`config.mk`:
```
export PLATFORM = sky130hd
export DESIGN_NAME = alien_swarm_ctrl_flat
export DESIGN_NICKNAME = d
export VERILOG_FILES = /design/src/rtl/alien_swarm_ctrl_if.sv /design/src/rtl/alien_swarm_ctrl.sv /design/src/flat_wrapper.sv
export SDC_FILE = /design/constraint.sdc
export NUM_CORES = 1
export LEC_CHECK = 0
export CORE_MARGIN = 2
export CORE_UTILIZATION = 40
export CTS_CLUSTER_DIAMETER = 150
export DETAILED_ROUTE_END_ITERATION = 10
export PLACE_DENSITY = 0.54
export SETUP_SLACK_MARGIN = 0.5
export SLEW_MARGIN = 5
export SYNTH_ARGS = -nofsm -noshare
export SYNTH_HDL_FRONTEND = slang
export SYNTH_SLANG_ARGS = --single-unit
export TNS_END_PERCENT = 30
```
`constraint.sdc`:
```
create_clock -name clk -period 24.3 [get_ports clk]
set_input_delay 4.86 -clock clk [delete_from_list [all_inputs] [get_ports clk]]
set_output_delay 4.86 -clock clk [all_outputs]
set_load 0.01 [all_outputs]
```
`src/rtl/alien_swarm_ctrl_if.sv`:
```
// ---------------------------------------------------------------------------
// alien_swarm_ctrl_if
// Groups the shot-interaction signals of the alien swarm controller.
//   hit_valid/hit_x/hit_y : player shot position to test against the swarm
//   hit_ack/hit_row/hit_col : pulse plus cell coordinates when a shot kills
//   fire_req/fire_valid/fire_x/fire_y : alien shot request and spawn point
// Modports:
//   master : the game side (player-shot block / alien-shot block)
//   slave  : the swarm controller
// ---------------------------------------------------------------------------
interface alien_swarm_ctrl_if #(
  parameter int NUM_ROWS    = 4,
  parameter int NUM_COLUMNS = 8
);
  localparam int ROW_W = (NUM_ROWS    > 1) ? $clog2(NUM_ROWS)    : 1;
  localparam int COL_W = (NUM_COLUMNS > 1) ? $clog2(NUM_COLUMNS) : 1;

  logic              hit_valid;
  logic [15:0]       hit_x;
  logic [15:0]       hit_y;
  logic              hit_ack;
  logic [ROW_W-1:0]  hit_row;
  logic [COL_W-1:0]  hit_col;

  logic              fire_req;
  logic              fire_valid;
  logic [15:0]       fire_x;
  logic [15:0]       fire_y;

  modport master (
    output hit_valid, hit_x, hit_y, fire_req,
    input  hit_ack, hit_row, hit_col, fire_valid, fire_x, fire_y
  );

  modport slave (
    input  hit_valid, hit_x, hit_y, fire_req,
    output hit_ack, hit_row, hit_col, fire_valid, fire_x, fire_y
  );
endinterface

```
`src/rtl/alien_swarm_ctrl.sv`:
```
// ---------------------------------------------------------------------------
// alien_swarm_ctrl
// Owns the NUM_ROWS x NUM_COLUMNS alive map of the alien formation, marches
// it left/right with a step-down at each screen edge, speeds up as aliens
// die, resolves player-shot hits and renders the registered alien pixel.
//
// Ports:
//   clk, rst          : single clock, synchronous active-high reset
//   frame_tick_i      : one-cycle pulse per video frame
//   restart_i         : reload the formation and bump the level
//   scan_x_i/scan_y_i : current VGA scan position
//   bus (slave)       : hit request/ack and alien fire request/spawn point
//   alive_matrix_o    : alive map, bit [row*NUM_COLUMNS + col]
//   alive_count_o     : number of live aliens
//   formation_x_o/y_o : pixel origin of cell[0][0]
//   level_o, state_o  : current level and encoded FSM state
//   cleared_o, invaded_o : terminal-state flags
//   alien_pixel_o     : registered "scan is over a live alien" pixel
//
// Build option: define ALIEN_FIRE_EN to enable alien firing. Without it the
// fire outputs are tied to zero and fire_req is ignored.
// ---------------------------------------------------------------------------
module alien_swarm_ctrl #(
  parameter int NUM_ROWS         = 4,
  parameter int NUM_COLUMNS      = 8,
  parameter int SPACING_X        = 64,
  parameter int SPACING_Y        = 32,
  parameter int ALIEN_W          = 32,
  parameter int ALIEN_H          = 16,
  parameter int INIT_X           = 100,
  parameter int INIT_Y           = 50,
  parameter int SCREEN_W         = 640,
  parameter int INVADE_Y         = 440,
  parameter int STEP_X           = 4,
  parameter int STEP_Y           = 16,
  parameter int MIN_PERIOD       = 2,
  parameter int PERIOD_PER_ALIEN = 2
) (
  input  logic        clk,
  input  logic        rst,
  input  logic        frame_tick_i,
  input  logic        restart_i,
  input  logic [15:0] scan_x_i,
  input  logic [15:0] scan_y_i,
  alien_swarm_ctrl_if.slave bus,
  output logic [NUM_ROWS*NUM_COLUMNS-1:0] alive_matrix_o,
  output logic [15:0] alive_count_o,
  output logic [15:0] formation_x_o,
  output logic [15:0] formation_y_o,
  output logic [3:0]  level_o,
  output logic [2:0]  state_o,
  output logic        cleared_o,
  output logic        invaded_o,
  output logic        alien_pixel_o
);

  localparam int CELLS = NUM_ROWS * NUM_COLUMNS;
  localparam int ROW_W = (NUM_ROWS    > 1) ? $clog2(NUM_ROWS)    : 1;
  localparam int COL_W = (NUM_COLUMNS > 1) ? $clog2(NUM_COLUMNS) : 1;
  localparam int IDX_W = (CELLS       > 1) ? $clog2(CELLS)       : 1;

  typedef enum logic [2:0] {
    ST_MARCH_R = 3'd0,
    ST_DESC_R  = 3'd1,
    ST_MARCH_L = 3'd2,
    ST_DESC_L  = 3'd3,
    ST_CLEARED = 3'd4,
    ST_INVADED = 3'd5
  } state_t;

  state_t             state_q, state_d;
  logic [CELLS-1:0]   alive_q, alive_d;
  logic [15:0]        fx_q, fx_d;
  logic [15:0]        fy_q, fy_d;
  logic [15:0]        tick_q, tick_d;
  logic [3:0]         level_q, level_d;
  logic               hit_ack_q, hit_ack_d;
  logic [ROW_W-1:0]   hit_row_q, hit_row_d;
  logic [COL_W-1:0]   hit_col_q, hit_col_d;
  logic               pixel_q, pixel_d;

  logic [15:0]            aliveCnt;
  logic [NUM_COLUMNS-1:0] colLive;
  logic [NUM_ROWS-1:0]    rowLive;
  logic [COL_W-1:0]       lcol, rcol;
  logic [ROW_W-1:0]       lrow;
  logic [15:0]            rightEdge, leftEdge;
  logic [31:0]            periodBase, period;
  logic                   terminal;
  logic                   hitKill;
  logic [IDX_W-1:0]       hitIdx;
  logic [ROW_W-1:0]       hitRowSel;
  logic [COL_W-1:0]       hitColSel;
  logic                   pixelHit;
  logic                   stepFire;

  // Point-in-sprite test; the upper bound is computed in 17 bits so a box
  // near the top of the 16-bit range cannot wrap and swallow small coords.
  function automatic logic inBox(input logic [15:0] px, input logic [15:0] py,
                                 input logic [15:0] bx, input logic [15:0] by);
    logic [16:0] xEnd, yEnd;
    xEnd = {1'b0, bx} + 17'(ALIEN_W);
    yEnd = {1'b0, by} + 17'(ALIEN_H);
    return (px >= bx) && ({1'b0, px} < xEnd) && (py >= by) && ({1'b0, py} < yEnd);
  endfunction

  assign terminal = (state_q == ST_CLEARED) || (state_q == ST_INVADED);

  // Live-alien statistics: population count plus the bounding box of the
  // survivors, which drives the edge tests and the invasion line test.
  always_comb begin
    aliveCnt = '0;
    colLive  = '0;
    rowLive  = '0;
    for (int r = 0; r < NUM_ROWS; r++) begin
      for (int c = 0; c < NUM_COLUMNS; c++) begin
        if (alive_q[r*NUM_COLUMNS + c]) begin
          aliveCnt   = aliveCnt + 16'd1;
          colLive[c] = 1'b1;
          rowLive[r] = 1'b1;
        end
      end
    end
    lcol = '0;
    for (int c = NUM_COLUMNS - 1; c >= 0; c--) begin
      if (colLive[c]) lcol = COL_W'(c);
    end
    rcol = '0;
    for (int c = 0; c < NUM_COLUMNS; c++) begin
      if (colLive[c]) rcol = COL_W'(c);
    end
    lrow = '0;
    for (int r = 0; r < NUM_ROWS; r++) begin
      if (rowLive[r]) lrow = ROW_W'(r);
    end
  end

  assign rightEdge = fx_q + 16'(int'(rcol) * SPACING_X) + 16'(ALIEN_W);
  assign leftEdge  = fx_q + 16'(int'(lcol) * SPACING_X);

  // March period shrinks with fewer aliens and higher level, floored at
  // MIN_PERIOD; done in 32 bits so the subtraction cannot underflow.
  always_comb begin
    periodBase = 32'(MIN_PERIOD) + 32'(aliveCnt) * 32'(PERIOD_PER_ALIEN);
    if (periodBase >= 32'(MIN_PERIOD) + 32'(level_q)) begin
      period = periodBase - 32'(level_q);
    end else begin
      period = 32'(MIN_PERIOD);
    end
  end

  // Shot and scan lookups against the current (pre-step) formation. Boxes
  // never overlap, so at most one live cell can contain the shot.
  always_comb begin
    hitKill   = 1'b0;
    hitIdx    = '0;
    hitRowSel = '0;
    hitColSel = '0;
    pixelHit  = 1'b0;
    for (int r = 0; r < NUM_ROWS; r++) begin
      for (int c = 0; c < NUM_COLUMNS; c++) begin
        if (alive_q[r*NUM_COLUMNS + c]) begin
          if (!hitKill && inBox(bus.hit_x, bus.hit_y,
                                fx_q + 16'(c * SPACING_X), fy_q + 16'(r * SPACING_Y))) begin
            hitKill   = bus.hit_valid;
            hitIdx    = IDX_W'(r*NUM_COLUMNS + c);
            hitRowSel = ROW_W'(r);
            hitColSel = COL_W'(c);
          end
          if (inBox(scan_x_i, scan_y_i,
                    fx_q + 16'(c * SPACING_X), fy_q + 16'(r * SPACING_Y))) begin
            pixelHit = 1'b1;
          end
        end
      end
    end
  end

  // Next-state logic: restart reloads everything; otherwise, outside the
  // terminal states, a hit and a step may both land in the same cycle. The
  // edge tests use the pre-hit bounding box, and a map emptied by this
  // cycle's kill moves straight to CLEARED.
  always_comb begin
    state_d   = state_q;
    alive_d   = alive_q;
    fx_d      = fx_q;
    fy_d      = fy_q;
    tick_d    = tick_q;
    level_d   = level_q;
    hit_ack_d = 1'b0;
    hit_row_d = hit_row_q;
    hit_col_d = hit_col_q;
    pixel_d   = pixelHit;
    stepFire  = 1'b0;

    if (restart_i) begin
      state_d = ST_MARCH_R;
      alive_d = '1;
      fx_d    = 16'(INIT_X);
      fy_d    = 16'(INIT_Y);
      tick_d  = '0;
      level_d = (level_q == 4'hF) ? 4'hF : level_q + 4'd1;
    end else if (!terminal) begin
      if (hitKill) begin
        alive_d[hitIdx] = 1'b0;
        hit_ack_d       = 1'b1;
        hit_row_d       = hitRowSel;
        hit_col_d       = hitColSel;
      end

      if (frame_tick_i) begin
        if (32'(tick_q) + 32'd1 >= period) begin
          stepFire = 1'b1;
          tick_d   = '0;
        end else begin
          tick_d = tick_q + 16'd1;
        end
      end

      if (stepFire) begin
        case (state_q)
          ST_MARCH_R: begin
            if ({1'b0, rightEdge} + 17'(STEP_X) > 17'(SCREEN_W)) state_d = ST_DESC_R;
            else                                                   fx_d = fx_q + 16'(STEP_X);
          end
          ST_DESC_R: begin
            fy_d    = fy_q + 16'(STEP_Y);
            state_d = ST_MARCH_L;
          end
          ST_MARCH_L: begin
            if (leftEdge < 16'(STEP_X)) state_d = ST_DESC_L;
            else                         fx_d = fx_q - 16'(STEP_X);
          end
          ST_DESC_L: begin
            fy_d    = fy_q + 16'(STEP_Y);
            state_d = ST_MARCH_R;
          end
          default: ;
        endcase
        if ({1'b0, fy_d} + 17'(int'(lrow) * SPACING_Y) + 17'(ALIEN_H) >= 17'(INVADE_Y)) begin
          state_d = ST_INVADED;
        end
      end

      if (alive_d == '0) state_d = ST_CLEARED;
    end
  end

  // State register for the formation, shot ack and pixel pipeline.
  always_ff @(posedge clk) begin
    if (rst) begin
      state_q   <= ST_MARCH_R;
      alive_q   <= '1;
      fx_q      <= 16'(INIT_X);
      fy_q      <= 16'(INIT_Y);
      tick_q    <= '0;
      level_q   <= '0;
      hit_ack_q <= 1'b0;
      hit_row_q <= '0;
      hit_col_q <= '0;
      pixel_q   <= 1'b0;
    end else begin
      state_q   <= state_d;
      alive_q   <= alive_d;
      fx_q      <= fx_d;
      fy_q      <= fy_d;
      tick_q    <= tick_d;
      level_q   <= level_d;
      hit_ack_q <= hit_ack_d;
      hit_row_q <= hit_row_d;
      hit_col_q <= hit_col_d;
      pixel_q   <= pixel_d;
    end
  end

`ifdef ALIEN_FIRE_EN
  logic [COL_W-1:0] fire_ptr_q, fire_ptr_d;
  logic             fire_valid_q, fire_valid_d;
  logic [15:0]      fire_x_q, fire_x_d;
  logic [15:0]      fire_y_q, fire_y_d;
  logic             fireFound;
  logic [COL_W-1:0] fireCol;
  logic [ROW_W-1:0] fireRow;
  logic             nextFound;

  function automatic int wrapCol(input int idx);
    return (idx >= NUM_COLUMNS) ? idx - NUM_COLUMNS : idx;
  endfunction

  // Shooter selection: first live column at or after fire_ptr (wrapping),
  // lowest live alien in it; the pointer then moves to the next live column
  // after the shooter, which is the shooter's own column if it is the last.
  always_comb begin
    fireFound = 1'b0;
    fireCol   = '0;
    for (int k = 0; k < NUM_COLUMNS; k++) begin
      if (!fireFound && colLive[wrapCol(int'(fire_ptr_q) + k)]) begin
        fireFound = 1'b1;
        fireCol   = COL_W'(wrapCol(int'(fire_ptr_q) + k));
      end
    end
    fireRow = '0;
    for (int r = 0; r < NUM_ROWS; r++) begin
      if (alive_q[r*NUM_COLUMNS + int'(fireCol)]) fireRow = ROW_W'(r);
    end
    nextFound  = 1'b0;
    fire_ptr_d = fire_ptr_q;
    fire_x_d   = fire_x_q;
    fire_y_d   = fire_y_q;
    fire_valid_d = bus.fire_req && fireFound && !terminal && !restart_i;
    if (fire_valid_d) begin
      fire_x_d = fx_q + 16'(int'(fireCol) * SPACING_X) + 16'(ALIEN_W / 2);
      fire_y_d = fy_q + 16'(int'(fireRow) * SPACING_Y) + 16'(ALIEN_H);
      for (int k = 1; k <= NUM_COLUMNS; k++) begin
        if (!nextFound && colLive[wrapCol(int'(fireCol) + k)]) begin
          nextFound  = 1'b1;
          fire_ptr_d = COL_W'(wrapCol(int'(fireCol) + k));
        end
      end
    end
    if (restart_i) fire_ptr_d = '0;
  end

  // Fire pipeline register; the spawn point holds between shots.
  always_ff @(posedge clk) begin
    if (rst) begin
      fire_ptr_q   <= '0;
      fire_valid_q <= 1'b0;
      fire_x_q     <= '0;
      fire_y_q     <= '0;
    end else begin
      fire_ptr_q   <= fire_ptr_d;
      fire_valid_q <= fire_valid_d;
      fire_x_q     <= fire_x_d;
      fire_y_q     <= fire_y_d;
    end
  end

  assign bus.fire_valid = fire_valid_q;
  assign bus.fire_x     = fire_x_q;
  assign bus.fire_y     = fire_y_q;
`else
  logic unusedFireReq;
  assign unusedFireReq  = bus.fire_req;
  assign bus.fire_valid = 1'b0;
  assign bus.fire_x     = '0;
  assign bus.fire_y     = '0;
`endif

  assign bus.hit_ack     = hit_ack_q;
  assign bus.hit_row     = hit_row_q;
  assign bus.hit_col     = hit_col_q;
  assign alive_matrix_o  = alive_q;
  assign alive_count_o   = aliveCnt;
  assign formation_x_o   = fx_q;
  assign formation_y_o   = fy_q;
  assign level_o         = level_q;
  assign state_o         = state_q;
  assign cleared_o       = (state_q == ST_CLEARED);
  assign invaded_o       = (state_q == ST_INVADED);
  assign alien_pixel_o   = pixel_q;

endmodule

```
`src/flat_wrapper.sv`:
```
// flat-port wrapper written by rule: the top's interface ports become plain ports
module alien_swarm_ctrl_flat 
#(
  parameter int NUM_ROWS         = 4,
  parameter int NUM_COLUMNS      = 8,
  parameter int SPACING_X        = 64,
  parameter int SPACING_Y        = 32,
  parameter int ALIEN_W          = 32,
  parameter int ALIEN_H          = 16,
  parameter int INIT_X           = 100,
  parameter int INIT_Y           = 50,
  parameter int SCREEN_W         = 640,
  parameter int INVADE_Y         = 440,
  parameter int STEP_X           = 4,
  parameter int STEP_Y           = 16,
  parameter int MIN_PERIOD       = 2,
  parameter int PERIOD_PER_ALIEN = 2
)
  (clk, rst, frame_tick_i, restart_i, scan_x_i, scan_y_i, alive_matrix_o, alive_count_o, formation_x_o, formation_y_o, level_o, state_o, cleared_o, invaded_o, alien_pixel_o, bus_hit_valid, bus_hit_x, bus_hit_y, bus_fire_req, bus_hit_ack, bus_hit_row, bus_hit_col, bus_fire_valid, bus_fire_x, bus_fire_y);
  alien_swarm_ctrl_if #(.NUM_ROWS(NUM_ROWS), .NUM_COLUMNS(NUM_COLUMNS)) bus_i ();
  input  logic clk;
  input  logic rst;
  input  logic frame_tick_i;
  input  logic restart_i;
  input  logic [15:0] scan_x_i;
  input  logic [15:0] scan_y_i;
  output logic [NUM_ROWS*NUM_COLUMNS-1:0] alive_matrix_o;
  output logic [15:0] alive_count_o;
  output logic [15:0] formation_x_o;
  output logic [15:0] formation_y_o;
  output logic [3:0] level_o;
  output logic [2:0] state_o;
  output logic cleared_o;
  output logic invaded_o;
  output logic alien_pixel_o;
  input wire logic [$bits(bus_i.hit_valid)-1:0] bus_hit_valid;
  input wire logic [$bits(bus_i.hit_x)-1:0] bus_hit_x;
  input wire logic [$bits(bus_i.hit_y)-1:0] bus_hit_y;
  input wire logic [$bits(bus_i.fire_req)-1:0] bus_fire_req;
  output wire logic [$bits(bus_i.hit_ack)-1:0] bus_hit_ack;
  output wire logic [$bits(bus_i.hit_row)-1:0] bus_hit_row;
  output wire logic [$bits(bus_i.hit_col)-1:0] bus_hit_col;
  output wire logic [$bits(bus_i.fire_valid)-1:0] bus_fire_valid;
  output wire logic [$bits(bus_i.fire_x)-1:0] bus_fire_x;
  output wire logic [$bits(bus_i.fire_y)-1:0] bus_fire_y;
  assign bus_i.hit_valid = bus_hit_valid;
  assign bus_i.hit_x = bus_hit_x;
  assign bus_i.hit_y = bus_hit_y;
  assign bus_i.fire_req = bus_fire_req;
  assign bus_hit_ack = bus_i.hit_ack;
  assign bus_hit_row = bus_i.hit_row;
  assign bus_hit_col = bus_i.hit_col;
  assign bus_fire_valid = bus_i.fire_valid;
  assign bus_fire_x = bus_i.fire_x;
  assign bus_fire_y = bus_i.fire_y;
  alien_swarm_ctrl #(.NUM_ROWS(NUM_ROWS), .NUM_COLUMNS(NUM_COLUMNS), .SPACING_X(SPACING_X), .SPACING_Y(SPACING_Y), .ALIEN_W(ALIEN_W), .ALIEN_H(ALIEN_H), .INIT_X(INIT_X), .INIT_Y(INIT_Y), .SCREEN_W(SCREEN_W), .INVADE_Y(INVADE_Y), .STEP_X(STEP_X), .STEP_Y(STEP_Y), .MIN_PERIOD(MIN_PERIOD), .PERIOD_PER_ALIEN(PERIOD_PER_ALIEN)) u_core (.clk(clk), .rst(rst), .frame_tick_i(frame_tick_i), .restart_i(restart_i), .scan_x_i(scan_x_i), .scan_y_i(scan_y_i), .bus(bus_i), .alive_matrix_o(alive_matrix_o), .alive_count_o(alive_count_o), .formation_x_o(formation_x_o), .formation_y_o(formation_y_o), .level_o(level_o), .state_o(state_o), .cleared_o(cleared_o), .invaded_o(invaded_o), .alien_pixel_o(alien_pixel_o));
endmodule
```
==> summary.md, run 1 <==
| Metric | Value |
|---|---|
| Placed cells | `4731` |
| Hold Vio Cnt, Final | `0` |
| GPL Wtd Cong | `0.941` |
| Total number of yosys warnings | `0` |
| Starting Density | `40.4%` |
| Hold Worst Slack | `0.487 ns` |
| Num rows | `97` |
| Worst Hold Launch | `u_core.tick_q[1]` |
| Status | `finished, final reports clean` |
| Final setup vio count | `0` |
| FF-to-FF setup slack | `2.28 ns` |
| Nets | `4468` |
| Ys async rst share | `0%` |
| Dominant synthesized flop cell | `dfxtp_1` |
| Vias in the first global route | `26000` |
| F_max | `0.0441 GHz` |
| Number of port buffers | `151` |
| RSZ-0062 raised after global routing | `no` |
| Largest stage delay, worst path | `0.60 ns` |
| First-pass GRT wire length | `149000 um` |
| CP max-delay cell | `clkdlybuf4s50_1` |
| CP Launch Type | `flip-flop` |
| Register area | `1770 sq um` |
| Cts hold-fix bufs | `0` |
| CTS H-tree lvls | `3` |
| First drt pass iteration count | `5` |
| R2R cell count | `130` |
| #FFs+latches synth | `88` |
| Setup Skew | `0.0135 ns` |
| Worst Setup SP | `u_core.alive_matrix_o[0]` |
| CP Capture Type | `output port` |
| Vias post-DR | `27500` |
| CTS Sinks | `88` |
| Hold WC Path Type | `flip-flop to flip-flop` |
| Cells after Synth | `3696` |
| Multi-input gate area | `25400 sq um` |
| Worst r2r src | `u_core.alive_matrix_o[0]` |
| Fin cells | `4772` |
| Post-route ant nets | `0` |
| Diode count | `0` |
| CTS Root Cell | `clkbuf_16` |
| Clock Tree Buf Depth | `2` |
| Post-synth top area cell | `ha_1` |
| Clock latency on the worst-skew pair | `0.38 ns` |
| Total CTS buffers | `9` |
| # IOs | `199` |
| Hpwl dp | `75100 um` |
| Max-cap violation count | `0` |
| Avg Inst Size Synth | `7.64 sq um` |
| CTS clk-pin slew, worst paths | `0.08 ns` |
| Critical Path Fanout Max | `12` |
| Critical path's most frequent cell | `ha_1` |
| Worst Max-Slew Pin Slew | `1.24 ns` |
| Max Slew Vio Count | `0` |
| Core area | `69900 sq um` |
| Critical Path RT | `19.44 ns` |
| Minimum clock period | `22.69 ns` |
| Layout cell share with drive strength beyond 1 | `7.05%` |
| WL final | `96000 um` |
| Crit path DAT | `17.83 ns` |
| Sequential area share after synthesis | `6.24%` |
| Layout fillers | `7249` |
| Area contributors post-synth | `ha_1 25%, xnor2_1 7.8%, dfxtp_1 6.2%, a21oi_1 4.3%, nand2_1 4.3%` |
| Most frequent cells in the layout | `559 x ha_1, 320 x nand2_1, 247 x xnor2_1, 242 x a21oi_1, 216 x nor2_1` |
| GRT Util Overall | `25.6%` |
| Number of flops mapped to enable cells by yosys | `0` |
| Slew headroom | `17.1%` |
| Grt ovf | `0` |
| CTS tree | `done` |
| DIE WIDTH | `270 um` |
| Residual DRC count | `0` |
| Post-DR vias/cell | `5.76` |
| Die area | `72700 sq um` |
| R2r endpoint | `u_core.tick_q[0]` |
| Synth top area share | `25.1%` |
| Drt wl/cell | `20.1 um` |
| WS Path Type | `flip-flop to output port` |
| Initial antenna violation count | `0` |
| Largest net degree at the start of global routing | `51` |
| Hold Path Stages | `2` |
| Area Overhead vs Synth | `11.3%` |
| Synth unique cells | `129` |
| Die height | `270 um` |
| Netlist Area Pre-Place | `28200 sq um` |
| Hold Path Sink | `u_core.tick_q[1]` |
| Setup TNS Final | `0 ns` |
| Most common cell after layout, fill and taps aside | `ha_1` |
| DRT iter0 DRCs | `2091` |
| Period utilization | `93.4%` |
[stage by stage]
step	cell area [sq um]	worst slack [ns]	utilization, %
floorplan	28400	2.28	-
global placement	30600	0.566	43.8
detailed placement	30600	0.400	43.8
CTS	31000	0.529	44.4
global route	31400	0.397	44.9
finish	31400	1.61	44.9
[synth_stat cells (21+ instances only)]
cell / n
nand3_1: 123
a21oi_1: 244
or2_2: 23
or4_1: 21
o21ai_0: 208
nand2_1: 321
clkbuf_1: 79
xnor2_1: 251
and2_1: 33
nor2_1: 222
mux2i_1: 24
o21a_1: 104
nor3_1: 91
or3_1: 35
nor4_1: 26
inv_1: 142
a31oi_1: 32
dfxtp_1: 88
and3_1: 25
ha_1: 566
nand4_1: 78
a21boi_0: 22
nand2b_1: 88
o21ai_1: 23
xor2_1: 100
nor2b_1: 97
a21o_1: 90
o211ai_1: 36
buf_4: 58
[how the worst max path moves through the flow]
stage | endpoint | slack, ns | depth (start not counted)
after floorplan | alive_count_o[8] | 2.28 | 98
after global placement | alive_count_o[8] | 0.57 | 100
after detailed placement | alive_count_o[8] | 0.40 | 100
after CTS | alive_count_o[8] | 0.53 | 100
after global routing | alive_count_o[8] | 0.40 | 101
final | alive_count_o[5] | 1.61 | 99
[critical path, delay by kind of cell (launching register included)]
family | cells | cell delay, ns
multiplexers | 4 | 0.73
adder cells (fa/ha/maj) | 26 | 7.65
AND/OR/NAND/NOR | 32 | 3.65
flip-flops | 1 | 0.37
AO/OA/AOI/OAI | 22 | 2.84
buffers and inverters | 11 | 1.39
XOR/XNOR | 4 | 0.80
[kinds of logic (layout without fill, tap and decap cells)]
| logic type | count (synthesis) | after routing | share of synthesized area, % |
|---|---|---|---|
| XOR/XNOR | 402 | 402 | 14.8 |
| AO/OA/AOI/OAI | 1010 | 1010 | 23.7 |
| flip-flops | 88 | 88 | 6.24 |
| buffers and inverters | 318 | 410 | 5.32 |
| other | 2 | 46 | 0.0266 |
| AND/OR/NAND/NOR | 1269 | 1269 | 23.1 |
| adder cells (fa/ha/maj) | 572 | 572 | 25.5 |
| multiplexers | 35 | 35 | 1.33 |
[layer usage]
metal / part of all wire, % / track usage, % / up-vias
met5: 0 / 0 / -
met4: 2.0 / 5.86 / 0
met2: 46 / 43.0 / 702
met1: 47 / 35.1 / 12900
met3: 4.7 / 2.35 / 117
li1: - / - / 13800
[final cells by class]
type | instances | share of cell area [%]
inverter | 156 | 1.88
timing repair buffer | 238 | 6.94
tap | 940 | 3.74
multi-input combinational | 3334 | 80.8
clock inverter | 7 | 0.346
sequential | 88 | 5.62
clock buffer | 9 | 0.717
[flip-flops by register name, summed over array words and instances (netlist names)]
name                   count
u_core.alive_matrix_o     32
u_core.tick_q             16
u_core.formation_x_o      14
u_core.formation_y_o      12
u_core.level_o             4
u_core.bus.hit_col         3
u_core.state_o             3
u_core.bus.hit_row         2
u_core.alien_pixel_o       1
u_core.bus.hit_ack         1
[repair_timing]
| action | CTS | global route |
|---|---|---|
| setup buffers | 4 | 21 |
| resized for setup | 11 | 43 |
| pin swaps | 2 | 20 |
| setup endpoints to repair | 8 | 53 |
Power of run 1 is left out: the tool's default activity adds up to more than one toggle a clock period on the data nets, which glitch-free logic cannot reach.
==> run 2, diff against run 1 <==
GPL_TIMING_DRIVEN = 0   (was default)
==> run 2 against run 1 <==
  * Clock skew is essentially flat
  * Die area is the same
  * Core utilization grew 0.85 points
  * Non-clock buffer count grew 111
  * Register-to-register slack lost 0.34 ns
  * First-iteration DRC count shrank 2.4%
  * Count of clock-buffer cells in the layout grew 1
  * Global-route usage grew 1.6 points
  * Sequential cell count is the same
  * Final area grew 1.9%
  * Fmax shrank 1.5%
  * Wire length grew 7.0%
  * Critical path type unchanged
  * Largest cell class unchanged
==> summary.md, run 2 (synthesized netlist as in run 1, its figures left out) <==
| Metric | Value |
|---|---|
| Status | `finished, final reports clean (unchanged)` |
| CTS clk-pin slew, worst paths | `0.07 ns (was 0.08 ns)` |
| # IOs | `199 (unchanged)` |
| Diode count | `0 (unchanged)` |
| Hold WC Path Type | `flip-flop to flip-flop (unchanged)` |
| Hpwl dp | `82000 um (was 75100 um)` |
| FF-to-FF setup slack | `1.94 ns (was 2.28 ns)` |
| Vias post-DR | `28100 (was 27500)` |
| DIE WIDTH | `270 um (unchanged)` |
| Slew headroom | `5.06% (was 17.1%)` |
| Post-layout util | `45.8% (was 44.9%)` |
| Core area | `69900 sq um (unchanged)` |
| Hold Path Stages | `2 (unchanged)` |
| CTS Root Cell | `clkbuf_16 (unchanged)` |
| CTS tree | `done (unchanged)` |
| Post-DR vias/cell | `5.75 (was 5.76)` |
| Multi-input gate area | `25500 sq um (was 25400 sq um)` |
| Minimum clock period | `23.03 ns (was 22.69 ns)` |
| Largest net degree at the start of global routing | `17 (was 51)` |
| Initial antenna violation count | `0 (unchanged)` |
| CP Capture Type | `output port (unchanged)` |
| Hold Path Sink | `u_core.tick_q[1] (unchanged)` |
| Clock latency on the worst-skew pair | `0.38 ns (about the same)` |
| Residual DRC count | `0 (unchanged)` |
| Die height | `270 um (unchanged)` |
| Grt ovf | `0 (unchanged)` |
| WS Path Type | `flip-flop to output port (unchanged)` |
| Clock Tree Buf Depth | `2 (unchanged)` |
| Layout fillers | `7255 (was 7249)` |
| Worst Hold Launch | `u_core.tick_q[1] (unchanged)` |
| GPL Wtd Cong | `0.963 (was 0.941)` |
| GRT Util Overall | `27.2% (was 25.6%)` |
| Max-cap violation count | `0 (unchanged)` |
| Cts hold-fix bufs | `0 (unchanged)` |
| Number of port buffers | `150 (was 151)` |
| Critical path's most frequent cell | `ha_1 (unchanged)` |
| DRT iter0 DRCs | `2041 (was 2091)` |
| Most frequent cells in the layout | `560 x ha_1, 318 x nand2_1, 246 x xnor2_1, 240 x a21oi_1, 217 x nor2_1 (was 559 x ha_1, 320 x nand2_1, 247 x xnor2_1, 242 x a21oi_1, 216 x nor2_1)` |
| Max reg flops | `32 (unchanged)` |
| CP max-delay cell | `clkdlybuf4s50_1 (unchanged)` |
| First drt pass iteration count | `6 (was 5)` |
| Die area | `72700 sq um (unchanged)` |
| Num rows | `97 (unchanged)` |
| Register area | `1770 sq um (about the same)` |
| Worst Max-Slew Pin Slew | `1.42 ns (was 1.24 ns)` |
| Drt wl/cell | `21.0 um (was 20.1 um)` |
| Largest stage delay, worst path | `0.54 ns (was 0.60 ns)` |
| F_max | `0.0434 GHz (was 0.0441 GHz)` |
| Total CTS buffers | `9 (unchanged)` |
| CP Launch Type | `flip-flop (unchanged)` |
| Hold Vio Cnt, Final | `0 (unchanged)` |
| Critical Path Fanout Max | `7 (was 12)` |
| Area Overhead vs Synth | `13.4% (was 11.3%)` |
| Worst r2r src | `u_core.alive_matrix_o[0] (unchanged)` |
| First-pass GRT wire length | `157000 um (was 149000 um)` |
| Critical Path RT | `19.44 ns (about the same)` |
| Max Slew Vio Count | `0 (unchanged)` |
| Most common cell after layout, fill and taps aside | `ha_1 (unchanged)` |
| Crit path DAT | `18.17 ns (was 17.83 ns)` |
| Period utilization | `94.8% (was 93.4%)` |
| RSZ-0062 raised after global routing | `yes (was no)` |
| R2R cell count | `133 (was 130)` |
| Nets | `4579 (was 4468)` |
| Vias in the first global route | `26500 (was 26000)` |
| R2r endpoint | `u_core.tick_q[15] (was u_core.tick_q[0])` |
| Starting Density | `40.4% (unchanged)` |
| Setup Skew | `0.0132 ns (was 0.0135 ns)` |
| Layout cell share with drive strength beyond 1 | `7.84% (was 7.05%)` |
| CTS H-tree lvls | `3 (unchanged)` |
| Final setup vio count | `0 (unchanged)` |
| Post-route ant nets | `0 (unchanged)` |
| CTS Sinks | `88 (unchanged)` |
| WL final | `103000 um (was 96000 um)` |
==> run 2: through the flow <==
stage / setup slack (ns) / std cells / cell area, sq um / hold WS, ns / TNS, ns
3_3_place_gp: -0.437 / 4830 / 31100 / 0.469 / -3.12
5_1_grt: 0.0913 / 4883 / 32000 / 0.512 / 0
2_1_floorplan: 2.28 / 3740 / 28400 / 0.449 / 0
3_5_place_dp: -0.430 / 4832 / 31100 / 0.477 / -2.24
4_1_cts: 0.501 / 4853 / 31500 / 0.488 / 0
6_report: 1.27 / 4883 / 32000 / 0.494 / 0
==> run 2: worst max path at each step <==
| stage | to | startpoint | depth (start not counted) |
|---|---|---|---|
| final | alive_count_o[5] | u_core.alive_matrix_o[0] | 100 |
| after floorplan | alive_count_o[8] | u_core.alive_matrix_o[1] | 98 |
| after global placement | alive_count_o[8] | u_core.alive_matrix_o[1] | 99 |
| after global routing | alive_count_o[5] | u_core.alive_matrix_o[0] | 100 |
| after detailed placement | alive_count_o[8] | u_core.alive_matrix_o[1] | 99 |
| after CTS | alive_count_o[8] | u_core.alive_matrix_o[0] | 99 |
==> run 2: layout make-up <==
| type | count | area share (%) |
|---|---|---|
| Timing Repair Buffer | 187 | 5.62 |
| Clock buffer | 10 | 0.747 |
| Clock inverter | 6 | 0.160 |
| Buffer | 162 | 2.92 |
| Inverter | 156 | 1.83 |
| Multi-Input combinational cell | 3334 | 79.5 |
| Sequential cell | 88 | 5.53 |
| Tap cell | 940 | 3.67 |
==> run 2: timing repair <==
action	4_1_cts	5_1_grt
endpoints found under the hold margin	0	0
endpoints found under the setup margin	53	53
pin swaps	3	20
gates resized for setup	25	56
cloned	0	1
buffers inserted	5	29
==> run 2: worst max-delay path: cells and delay by family (launching register included) <==
family / cells / cell delay (ns)
xor gates and xnor gates: 4 / 0.58
buffers and inverters: 11 / 1.41
DFF: 1 / 0.35
muxes: 5 / 0.92
and+or+nand+nor: 31 / 3.63
AOI/OAI and AO/OA: 23 / 3.22
adders and majority gates: 26 / 7.64
==> run 2: layer usage <==
layer	global-route usage, %	vias up	wire (um)
li1	-	14000	-
met1	37.9	13200	48200
met2	45.2	802	46600
met3	2.43	108	5760
met4	6.07	0	2210
met5	0	-	0
Power of run 2 is left out for the same reason.
==> run 3, diff against run 2 <==
GPL_TIMING_DRIVEN = default   (was 0)
==> results of run 3 <==
Same layout as run 1: the final DEF is identical, and so are final timing and power.
Power of run 3 is left out for the same reason.
